## config.mk

```make
export PLATFORM = sky130hd
export DESIGN_NAME = pipelined_adder_tree_flat
export DESIGN_NICKNAME = d
export VERILOG_FILES = /design/src/rtl/adder_pkg.sv /design/src/rtl/pipelined_adder_tree_if.sv /design/src/rtl/adder_level.sv /design/src/rtl/pipelined_adder_tree.sv /design/src/flat_wrapper.sv
export SDC_FILE = /design/constraint.sdc
export NUM_CORES = 1
export LEC_CHECK = 0
export CORE_MARGIN = 2
export CORE_UTILIZATION = 45
export CTS_BUF_LIST = sky130_fd_sc_hd__clkbuf_16
export CTS_CLUSTER_SIZE = 8
export DETAILED_ROUTE_END_ITERATION = 12
export MAX_ROUTING_LAYER = met4
export PLACE_DENSITY = 0.76
export REMOVE_ABC_BUFFERS = 1
export SYNTH_ARGS = -nofsm -noshare
export SYNTH_HDL_FRONTEND = slang
export SYNTH_HIERARCHICAL = 1
export SYNTH_SLANG_ARGS = --single-unit
```

## constraint.sdc

```tcl
create_clock -name CLK -period 3.24 [get_ports CLK]
set_input_delay 0.648 -clock CLK [delete_from_list [all_inputs] [get_ports CLK]]
set_output_delay 0.648 -clock CLK [all_outputs]
set_load 0.1 [all_outputs]
```

## src/rtl/adder_pkg.sv

```systemverilog
// Shared helpers for the pipelined signed adder tree: tree geometry and
// signed saturation on a 64-bit working width.
package adder_pkg;

  typedef logic signed [63:0] wide_t;

  typedef struct packed {
    wide_t value;
    logic  ovf;
  } sat_t;

  function automatic int clog2(input int n);
    int r;
    int v;
    r = 0;
    v = 1;
    while (v < n) begin
      v = v * 2;
      r++;
    end
    return r;
  endfunction

  function automatic wide_t max_of(input int width);
    return (wide_t'(1) <<< (width - 1)) - wide_t'(1);
  endfunction

  function automatic wide_t min_of(input int width);
    return -(wide_t'(1) <<< (width - 1));
  endfunction

  function automatic sat_t saturate(input wide_t s, input int width);
    sat_t r;
    r.ovf   = (s > max_of(width)) || (s < min_of(width));
    r.value = (s > max_of(width)) ? max_of(width) :
              (s < min_of(width)) ? min_of(width) : s;
    return r;
  endfunction

  // Bit offset of tree level lvl inside the flattened tree bus; level j holds
  // p>>j words of width+j bits.
  function automatic int level_offset(input int p, input int width, input int lvl);
    int off;
    off = 0;
    for (int j = 0; j < lvl; j++) off += (p >> j) * (width + j);
    return off;
  endfunction

endpackage

```

## src/rtl/pipelined_adder_tree_if.sv

```systemverilog
// Sample/result bus of the pipelined adder tree; master drives samples,
// slave (the tree) returns results.
interface pipelined_adder_tree_if #(
  parameter int N_WORDS = 4,
  parameter int WIDTH   = 25
);
  localparam int OUT_WIDTH = WIDTH + adder_pkg::clog2(N_WORDS);

  logic                       IN_VALID;
  logic [N_WORDS*WIDTH-1:0]   WORDS;
  logic                       SAT_EN;
  logic                       OUT_VALID;
  logic [OUT_WIDTH-1:0]       RES;
  logic                       OVF;

  modport master (output IN_VALID, WORDS, SAT_EN, input OUT_VALID, RES, OVF);
  modport slave  (input IN_VALID, WORDS, SAT_EN, output OUT_VALID, RES, OVF);
endinterface

```

## src/rtl/adder_level.sv

```systemverilog
// One registered level of the adder tree: IN_COUNT signed words of IN_WIDTH
// bits are summed pairwise into IN_COUNT/2 words of IN_WIDTH+1 bits.
module adder_level #(
  parameter int IN_COUNT = 4,
  parameter int IN_WIDTH = 25
) (
  input  logic                                  CLK,
  input  logic                                  RST,
  input  logic                                  valid_i,
  input  logic [IN_COUNT*IN_WIDTH-1:0]          data_i,
  output logic                                  valid_o,
  output logic [(IN_COUNT/2)*(IN_WIDTH+1)-1:0]  data_o
);
  localparam int OW = IN_WIDTH + 1;
  localparam int OC = IN_COUNT / 2;

  logic          valid_q;
  logic [OC*OW-1:0] sum_d;
  logic [OC*OW-1:0] sum_q;

  // NOTE: a default for every combinational output comes first so no path can infer a latch.
  always_comb begin
    sum_d = '0;
    for (int k = 0; k < OC; k++) begin
      sum_d[k*OW +: OW] = OW'($signed(data_i[(2*k)*IN_WIDTH +: IN_WIDTH]))
                        + OW'($signed(data_i[(2*k+1)*IN_WIDTH +: IN_WIDTH]));
    end
  end

  // NOTE: sequential state uses non-blocking assignments so every register samples pre-edge values.
  always_ff @(posedge CLK) begin
    if (RST) valid_q <= 1'b0;
    else     valid_q <= valid_i;
  end

  // NOTE: datapath registers are deliberately not reset; the valid bit alone qualifies them.
  always_ff @(posedge CLK) begin
    if (valid_i) sum_q <= sum_d;
  end

  assign valid_o = valid_q;
  assign data_o  = sum_q;
endmodule

```

## src/rtl/pipelined_adder_tree.sv

```systemverilog
// Fully pipelined signed adder tree with per-sample saturation and an
// overflow flag; one sample per clock, latency STAGES+1.
module pipelined_adder_tree
  import adder_pkg::*;
#(
  parameter int N_WORDS = 4,
  parameter int WIDTH   = 25
) (
  input logic                   CLK,
  input logic                   RST,
  pipelined_adder_tree_if.slave bus
);
  localparam int STAGES    = clog2(N_WORDS);
  localparam int OUT_WIDTH = WIDTH + STAGES;
  localparam int P         = 1 << STAGES;
  localparam int TREE_BITS = level_offset(P, WIDTH, STAGES + 1);
  localparam int LAST_OFF  = level_offset(P, WIDTH, STAGES);

  logic [P*WIDTH-1:0] padded;
  wire  [TREE_BITS-1:0] tree;
  wire  [STAGES:0]      vld;
  logic                 sat_out;

  always_comb begin
    padded = '0;
    padded[N_WORDS*WIDTH-1:0] = bus.WORDS;
  end

  assign tree[0 +: P*WIDTH] = padded;
  assign vld[0]             = bus.IN_VALID;

  for (genvar l = 1; l <= STAGES; l++) begin : g_level
    adder_level #(
      .IN_COUNT(P >> (l - 1)),
      .IN_WIDTH(WIDTH + l - 1)
    ) u_level (
      .CLK    (CLK),
      .RST    (RST),
      .valid_i(vld[l-1]),
      .data_i (tree[level_offset(P, WIDTH, l - 1) +: (P >> (l - 1)) * (WIDTH + l - 1)]),
      .valid_o(vld[l]),
      .data_o (tree[level_offset(P, WIDTH, l) +: (P >> l) * (WIDTH + l)])
    );
  end

  // SAT_EN rides alongside its sample, advancing only when that level loads.
  if (STAGES > 0) begin : g_sat
    logic [STAGES-1:0] sat_q;
    always_ff @(posedge CLK) begin
      if (vld[0]) sat_q[0] <= bus.SAT_EN;
      for (int l = 1; l < STAGES; l++) begin
        if (vld[l]) sat_q[l] <= sat_q[l-1];
      end
    end
    assign sat_out = sat_q[STAGES-1];
  end else begin : g_no_sat
    assign sat_out = bus.SAT_EN;
  end

  logic signed [OUT_WIDTH-1:0] final_sum;
  logic signed [OUT_WIDTH-1:0] res_d;
  logic                        ovf_d;
  logic signed [OUT_WIDTH-1:0] res_q;
  logic                        ovf_q;
  logic                        out_valid_q;
  sat_t                        sat_r;

  always_comb begin
    final_sum = $signed(tree[LAST_OFF +: OUT_WIDTH]);
    sat_r     = saturate(64'(final_sum), WIDTH);
    res_d     = sat_out ? OUT_WIDTH'(sat_r.value) : final_sum;
    ovf_d     = sat_r.ovf;
  end

  always_ff @(posedge CLK) begin
    if (RST) begin
      out_valid_q <= 1'b0;
      res_q       <= '0;
      ovf_q       <= 1'b0;
    end else begin
      out_valid_q <= vld[STAGES];
      if (vld[STAGES]) begin
        res_q <= res_d;
        ovf_q <= ovf_d;
      end
    end
  end

  assign bus.OUT_VALID = out_valid_q;
  assign bus.RES       = res_q;
  assign bus.OVF       = ovf_q;
endmodule

```

## src/flat_wrapper.sv

```systemverilog
// flat-port wrapper written by rule: the top's interface ports become plain ports
module pipelined_adder_tree_flat import adder_pkg::*;
#(
  parameter int N_WORDS = 4,
  parameter int WIDTH   = 25
)
  (CLK, RST, bus_IN_VALID, bus_WORDS, bus_SAT_EN, bus_OUT_VALID, bus_RES, bus_OVF);
  pipelined_adder_tree_if #(.N_WORDS(N_WORDS), .WIDTH(WIDTH)) bus_i ();
  input logic CLK;
  input logic RST;
  input wire logic [$bits(bus_i.IN_VALID)-1:0] bus_IN_VALID;
  input wire logic [$bits(bus_i.WORDS)-1:0] bus_WORDS;
  input wire logic [$bits(bus_i.SAT_EN)-1:0] bus_SAT_EN;
  output wire logic [$bits(bus_i.OUT_VALID)-1:0] bus_OUT_VALID;
  output wire logic [$bits(bus_i.RES)-1:0] bus_RES;
  output wire logic [$bits(bus_i.OVF)-1:0] bus_OVF;
  assign bus_i.IN_VALID = bus_IN_VALID;
  assign bus_i.WORDS = bus_WORDS;
  assign bus_i.SAT_EN = bus_SAT_EN;
  assign bus_OUT_VALID = bus_i.OUT_VALID;
  assign bus_RES = bus_i.RES;
  assign bus_OVF = bus_i.OVF;
  pipelined_adder_tree #(.N_WORDS(N_WORDS), .WIDTH(WIDTH)) u_core (.CLK(CLK), .RST(RST), .bus(bus_i));
endmodule
```

Word level (Yosys, flattened, before mapping)
Cells that the tools add are included. Widths: inputs -> output; s select.

Bits of input ports: 104. Logic and storage cells: 18. Flip-flop bits (word level): 112.

Order comparisons: 2. Add/sub/neg operators: 3. Muxes and demuxes: 3. Reduce and logical (&&, ||, !) cells: 1.

Operators by type and width (number): $mux 27 (3); $add 25x25->26 (2); $add 26x26->27 (1); $gt 27x25->1 const B (1); $lt 27x25->1 const B (1); $logic_or 1x1->1 (1).

Depth between registers and ports, before layout
Gate-level depths: netlist (run 1).

Depth in word-level cells: 4. Mapped depth: 10. Mapped depth without buffers: 10.

Modules after synthesis
Netlist (run 1), hierarchy kept.

By module, submodules not included: adder_level at u_core.g_level[1].u_level (times used 1, area an instance 4120.2 µm², cells an instance 418, sequential area each 1581.5 µm²); adder_level at u_core.g_level[2].u_level (times used 1, area an instance 2357.3 µm², cells an instance 246, sequential area each 830.8 µm²); pipelined_adder_tree (times used 1, area an instance 1231.2 µm², cells an instance 134, sequential area each 640.6 µm²).

Least setup slack after synthesis (run 1)
Ideal clock, no wire load.

Path kind: input-to-reg. Start: input bus_WORDS[50]. End: register u_core.g_level[1].u_level.sum_q[48], data pin. Library setup time: 0.263 ns. Path buffers: 0. Stages on the path: 10. Setup slack: 0.628 ns. Data arrival time: 2.350 ns. Path through: ha_1 > inv_1 > fa_1 > nand2b_1 > a21oi_1 > nor3b_1 > o221ai_1 > a21oi_1 > o31ai_1 > a2bb2oi_1.

Cells in the longest elaborated chain, start to end: 1.

Ends and longest elaborated chain: start, declared (line flat_wrapper.sv:12) `input wire logic [$bits(bus_i.WORDS)-1:0] bus_WORDS;`; $add 25x25->26 (line adder_level.sv:26) `+ OW'($signed(data_i[(2*k+1)*IN_WIDTH +: IN_WIDTH]));`; named net u_core.g_level[1].u_level.sum_d[48] (line adder_level.sv:18) `logic [OC*OW-1:0] sum_d;`; end signal, assigned (line adder_level.sv:38) `if (valid_i) sum_q <= sum_d;`; end, declared (line adder_level.sv:19) `logic [OC*OW-1:0] sum_q;`.

The timed path passes the listed nets, and every way through them passes these cells. A chain may end at the register's enable or synchronous reset.

Worst setup path in the final report (run 1)
Ends and elaborated chain as after synthesis.

==> impl_metrics.py, run 1 <==
metrics = {
    "sta": {
        "fin_worst_skew_ns": 0.00690,
        "report.final.slew_viol_count": 0,
        "grt_setup_unrepaired": "no",
        "period_minus_slack_ns": 3.00,
        "max_freq_mhz": 333,
        "worst_pin_slew_ns": 1.13,
        "hold_viol": 0,
        "fin_crit_sh_pct": 92.6,
        "setup_violations": 0,
        "relSlewSlack_pct": 24.3,
    },
    "cts": {
        "hold_buffers": 0,
        "numCtsBuffers": 9,
        "root_buffer": "clkbuf_16",
        "htreeDepth": 3,
        "cts_tree": "done",
        "clkTransAtPathRegs_ns": 0.07,
        "cts_sinks": 112,
        "clockBufferDepth": 2,
        "post-cts-setup-buffers": 0,
        "ctsResizeCount": 0,
        "clk_latency_ns": 0.34,
    },
    "power": {
        "vdd.ir_drop.worst_v": 0.000315,
        "power_density_mw_per_mm2": 524,
        "combinationalPowerShare_pct": 40.4,
        "p_switching_uw": 1700,
        "p_int_uw": 3260,
        "power_frac_clock_pct": 20.5,
        "p_sw_share_pct": 34.3,
        "p_seq_share_pct": 39.1,
        "leakage_uw": 0.00380,
    },
    "grt": {
        "antenna_found_initial": 0,
        "use_met3_pct": 2.33,
        "busiest_layer": "met2",
        "grt_util_met2_pct": 29.9,
        "gr-usage-all-layers_pct": 18.7,
        "met1_usage_pct": 25.1,
        "grt_max_degree": 41,
        "overflow": 0,
        "grt_pass1_wl_um": 27200,
        "first_global_vias": 5910,
    },
    "yosys": {
        "synth_seq_cells": 112,
        "yosysWarnings": 6,
        "synthArstFlopShare_pct": 0,
        "syn_area_mm2": 0.00771,
        "synth_edf_count": 81,
        "ys_seq_area_share_pct": 39.6,
        "synthCells": 798,
        "synth_cell_types": 71,
        "syn_avg_cell_area_um2": 9.66,
        "synth_flop_cell": "edfxtp_1",
    },
    "floorplan": {
        "io_pins": 133,
        "design.core.area_mm2": 0.0166,
        "initial_utilization_pct": 46.3,
        "die_h_um": 135,
        "die_area_mm2": 0.0182,
        "rows": 47,
        "die_x_um": 135,
    },
    "cells_and_area": {
        "area_growth_pct": 22.7,
        "drive_gt1_share_pct": 8.23,
        "fin_cells": 1156,
        "fin_nets": 1115,
        "n_antenna_cell": 0,
        "final_util_pct": 56.9,
    },
    "run_status": {
        "status": "complete, no violations",
    },
    "placement": {
        "gp_congestion": 0.940,
        "io_buffers": 132,
        "dp_hpwl_um": 13200,
        "dp_cells": 1140,
    },
    "run": {
        "maxCapViolations": 0,
    },
    "worst_setup_path": {
        "worst_ep_required_time_ns": 3.32,
        "critPathKind": "input port to register",
        "cp_max_fo": 3,
        "cp.arrival_ns": 3.09,
        "worstSetupEndpointType": "register",
        "start_kind": "input port",
    },
    "route": {
        "wirelength_um": 16400,
        "drt_pass1_iterations": 6,
        "routedWlPerCell_um": 14.2,
        "dr_total_vias": 6233,
        "drt_iter0_drc": 478,
        "drc": 0,
        "viasPerCell": 5.39,
        "antenna_left": 0,
    },
    "min_path": {
        "hold_class": "register to register",
    },
}
worst max-delay path, cell delays in order:
cell	delay (ns)
clkdlybuf4s50_1	0.46
ha_1	0.19
inv_1	0.07
fa_1	0.40
nand2b_1	0.19
a21oi_1	0.24
nor3b_1	0.10
o221ai_1	0.18
buf_4	0.17
a21oi_1	0.09
o31ai_1	0.25
a2bb2oi_1	0.10
cell families (layout without fill, tap and decap cells):
| group | Yosys count | in the layout | share of synthesized area (%) |
|---|---|---|---|
| and+or+nand+nor | 244 | 244 | 14.7 |
| adders and majority gates | 80 | 80 | 13.3 |
| buffers and inverters | 46 | 184 | 2.82 |
| xor gates and xnor gates | 66 | 66 | 7.50 |
| AOI/OAI and AO/OA | 249 | 249 | 21.9 |
| DFF | 112 | 112 | 39.6 |
| muxes | 1 | 1 | 0.130 |
path summary, 6_finish.rpt:
check                                      start                              endpoint  slack (ns)  cells after the start
min reg2reg                u_core/g_sat.sat_q[0]                 u_core/g_sat.sat_q[1]        0.42                      0
min                        u_core/g_sat.sat_q[0]                 u_core/g_sat.sat_q[1]        0.42                      0
max                                bus_WORDS[50]  u_core/g_level[1].u_level/data_o[48]        0.24                     12
max reg2reg  u_core/g_level[1].u_level/data_o[0]  u_core/g_level[2].u_level/data_o[22]        0.85                      9
flip-flops by register name (all words and copies together) (netlist names):
| signal | count |
|---|---|
| u_core/g_level.u_level/data_o | 79 |
| u_core/g_level.u_level/valid_o | 2 |
| u_core/bus.OUT_VALID | 1 |
| u_core/g_sat.sat_q | 2 |
| u_core/bus.OVF | 1 |
| u_core/bus.RES | 27 |
synthesized netlist by cell type, types with 6 or more instances:
| library cell | number | area, µm² |
|---|---|---|
| a211o_1 | 6 | 52.6 |
| a211oi_1 | 27 | 203 |
| a21o_1 | 25 | 188 |
| a21oi_1 | 80 | 400 |
| buf_2 | 6 | 30.0 |
| clkbuf_1 | 8 | 30.0 |
| dfxtp_1 | 31 | 621 |
| edfxtp_1 | 81 | 2430 |
| ha_1 | 77 | 963 |
| inv_1 | 25 | 93.8 |
| nand2_1 | 80 | 300 |
| nand2b_1 | 13 | 81.3 |
| nand3_1 | 19 | 95.1 |
| nand4_1 | 11 | 68.8 |
| nor2_1 | 73 | 274 |
| nor2b_1 | 13 | 81.3 |
| nor3_1 | 6 | 30.0 |
| o211ai_1 | 13 | 97.6 |
| o21a_1 | 7 | 52.6 |
| o21ai_0 | 31 | 155 |
| o21ai_1 | 10 | 50.1 |
| o21bai_1 | 6 | 45.0 |
| xnor2_1 | 45 | 394 |
| xor2_1 | 21 | 184 |
power by group through the flow:
| stage | registers [µW] | logic, µW | clock network (µW) |
|---|---|---|---|
| 2_1_floorplan | 2090 | 1340 | 0 |
| 4_1_cts | 1940 | 2000 | 1040 |
| 5_1_grt | 1970 | 2230 | 1100 |
| 3_3_place_gp | 1970 | 1970 | 0 |
| 6_report | 1940 | 2000 | 1020 |
| 3_5_place_dp | 1970 | 1990 | 0 |
stage by stage:
step | worst slack (ns) | hold slack (ns) | total power [µW] | TNS, ns | area, µm²
after detailed placement | -0.0564 | 0.407 | 3960 | -0.0595 | 9190
after global placement | 0.0112 | 0.405 | 3930 | 0 | 9190
after CTS | 0.266 | 0.424 | 4990 | 0 | 9460
final | 0.238 | 0.422 | 4960 | 0 | 9460
after floorplan | 0.628 | 0.400 | 3430 | 0 | 7580
after global routing | 0.0530 | 0.448 | 5290 | 0 | 9460
layout make-up:
cell class	instances	area [µm²]
Fill cell	1481	7180
Multi-Input combinational cell	640	4440
Sequential cell	112	3050
Timing Repair Buffer	143	1330
Tap cell	220	275
Clock buffer	10	250
Inverter	25	93.8
Clock inverter	6	25.0
routing by layer:
layer	wire, µm	part of all wire, %	up-vias
li1	-	-	3213
met1	7900	48	2802
met2	7490	46	193
met3	745	4.5	25
met4	267	1.6	0
met5	0	0	-
placed cells by master (no fill, tap or decap), drive strengths merged, types with 5 or more instances in the layout:
master	Yosys	routed
clkdlybuf4s50	0	102
o21a	7	7
nand2b	13	13
o31ai	5	5
ha	77	77
a211oi	30	30
nand4	11	11
a211o	6	6
a21oi	82	82
a21o	25	25
edfxtp	81	81
buf	13	41
a31oi	6	6
nor2b	13	13
o21bai	6	6
a21boi	5	5
o21ai	41	41
o211ai	14	14
nor2	74	74
xor2	21	21
inv	25	30
and3	6	6
nand3	19	19
nand2	83	83
dfxtp	31	31
nor3	8	8
clkbuf	8	10
xnor2	45	45
Power figures use the tool's default switching activity.
==> inputs of run 2 (changes only) <==
MAX_ROUTING_LAYER = unset   (was met4)
clock period = 3.4 ns   (was 3.24 ns; I/O delays follow)
==> impl_metrics.py, run 2 (synthesis gave the netlist of run 1 again) <==
metrics = {
    "run_status": {
        "status": "complete, no violations",
    },
    "route": {
        "antenna_left": 0,
        "drt_pass1_iterations": 5,
        "wirelength_um": 16200,
        "drc": 0,
        "viasPerCell": 5.43,
        "dr_total_vias": 6254,
        "drt_iter0_drc": 425,
        "routedWlPerCell_um": 14.1,
    },
    "floorplan": {
        "die_x_um": 135,
        "rows": 47,
        "io_pins": 133,
        "die_area_mm2": 0.0182,
        "design.core.area_mm2": 0.0166,
        "initial_utilization_pct": 46.3,
        "die_h_um": 135,
    },
    "cts": {
        "numCtsBuffers": 9,
        "cts_tree": "done",
        "htreeDepth": 3,
        "ctsResizeCount": 0,
        "root_buffer": "clkbuf_16",
        "hold_buffers": 0,
        "post-cts-setup-buffers": 0,
        "cts_sinks": 112,
        "clkTransAtPathRegs_ns": 0.07,
        "clockBufferDepth": 2,
        "clk_latency_ns": 0.34,
    },
    "sta": {
        "worst_pin_slew_ns": 1.15,
        "grt_setup_unrepaired": "no",
        "period_minus_slack_ns": 3.10,
        "fin_setup_tns_ns": 0,
        "fin_crit_sh_pct": 91.2,
        "fin_worst_skew_ns": 0.00572,
        "report.final.slew_viol_count": 0,
        "relSlewSlack_pct": 23.6,
        "setup_violations": 0,
        "hold_viol": 0,
        "max_freq_mhz": 322,
    },
    "worst_setup_path": {
        "worst_ep_required_time_ns": 3.59,
        "start_kind": "input port",
        "critPathKind": "input port to register",
        "reg2reg_depth": 9,
        "cp_max_fo": 3,
        "cp.arrival_ns": 3.29,
        "worstSetupEndpointType": "register",
    },
    "power": {
        "combinationalPowerShare_pct": 40.3,
        "p_int_uw": 3100,
        "p_switching_uw": 1630,
        "leakage_uw": 0.00378,
        "p_sw_share_pct": 34.4,
        "vdd.ir_drop.worst_v": 0.000299,
        "power_density_mw_per_mm2": 501,
        "p_seq_share_pct": 39.1,
        "power_frac_clock_pct": 20.6,
    },
    "cells_and_area": {
        "largest_reg_flops": 79,
        "final_util_pct": 56.7,
        "regArea_mm2": 0.00305,
        "area_growth_pct": 22.4,
        "mostFrequentLayoutCells": "clkdlybuf4s50_1 (102), edfxtp_1 (81), nand2_1 (80), a21oi_1 (80), ha_1 (77)",
        "fin_nets": 1112,
        "n_fill_cell": 1483,
        "n_antenna_cell": 0,
        "drive_gt1_share_pct": 7.94,
        "multiInputGateArea_mm2": 0.00444,
        "final_common_cell": "clkdlybuf4s50_1",
    },
    "grt": {
        "gr-usage-all-layers_pct": 17.9,
        "antenna_found_initial": 0,
        "overflow": 0,
        "grt_max_degree": 37,
        "first_global_vias": 5791,
        "grt_pass1_wl_um": 26600,
    },
    "run": {
        "maxCapViolations": 0,
    },
    "placement": {
        "dp_hpwl_um": 13200,
        "gp_congestion": 0.944,
        "io_buffers": 132,
    },
    "min_path": {
        "whs_path_depth": 0,
        "hold_class": "register to register",
    },
}
[run 2: final cells by class]
| cell class | count | area share [%] |
|---|---|---|
| well taps | 220 | 2.92 |
| flip-flops and latches | 112 | 32.4 |
| inverters | 25 | 0.995 |
| clock inverters | 5 | 0.225 |
| repair buffers | 140 | 13.8 |
| clock buffers | 10 | 2.65 |
| multi-input cells | 640 | 47.0 |
[run 2: worst paths after layout]
path                                             from                              endpoint  slack, ns
hold / removal                  u_core/g_sat.sat_q[0]                 u_core/g_sat.sat_q[1]       0.42
hold reg to reg                 u_core/g_sat.sat_q[0]                 u_core/g_sat.sat_q[1]       0.42
setup / recovery                        bus_WORDS[50]  u_core/g_level[1].u_level/data_o[48]       0.30
setup reg to reg  u_core/g_level[1].u_level/data_o[0]  u_core/g_level[2].u_level/data_o[22]       0.99
[run 2: worst max-delay path, cell delays in order]
cell and delay, ns:
clkdlybuf4s50_1 0.46, ha_1 0.16, inv_1 0.05, fa_1 0.39, nand2b_1 0.18, a21oi_1 0.30, o211ai_1 0.19, o21ai_1 0.32
nor4b_1 0.33, a2bb2oi_1 0.23
[run 2: layer usage]
metal  GRT usage, %  routed length [µm]
met1           24.2                7680
met2           29.8                7440
met3           2.10                 813
met4           6.26                 312
met5              0                   0
[run 2: power groups by stage]
stage	clock (µW)	combinational, µW	sequential (µW)
after CTS	992	1900	1850
after global routing	1040	2120	1870
final	973	1900	1850
after detailed placement	0	1890	1880
after floorplan	0	1270	1990
after global placement	0	1870	1880
[run 2: through the flow]
step	hold slack, ns	worst slack (ns)	instances	area [µm²]	total power, µW
2_1_floorplan	0.400	0.756	777	7580	3270
3_3_place_gp	0.404	0.122	1137	9160	3740
3_5_place_dp	0.410	0.0694	1137	9160	3770
4_1_cts	0.427	0.428	1152	9440	4740
5_1_grt	0.446	0.218	1152	9440	5030
6_report	0.423	0.298	1152	9440	4730
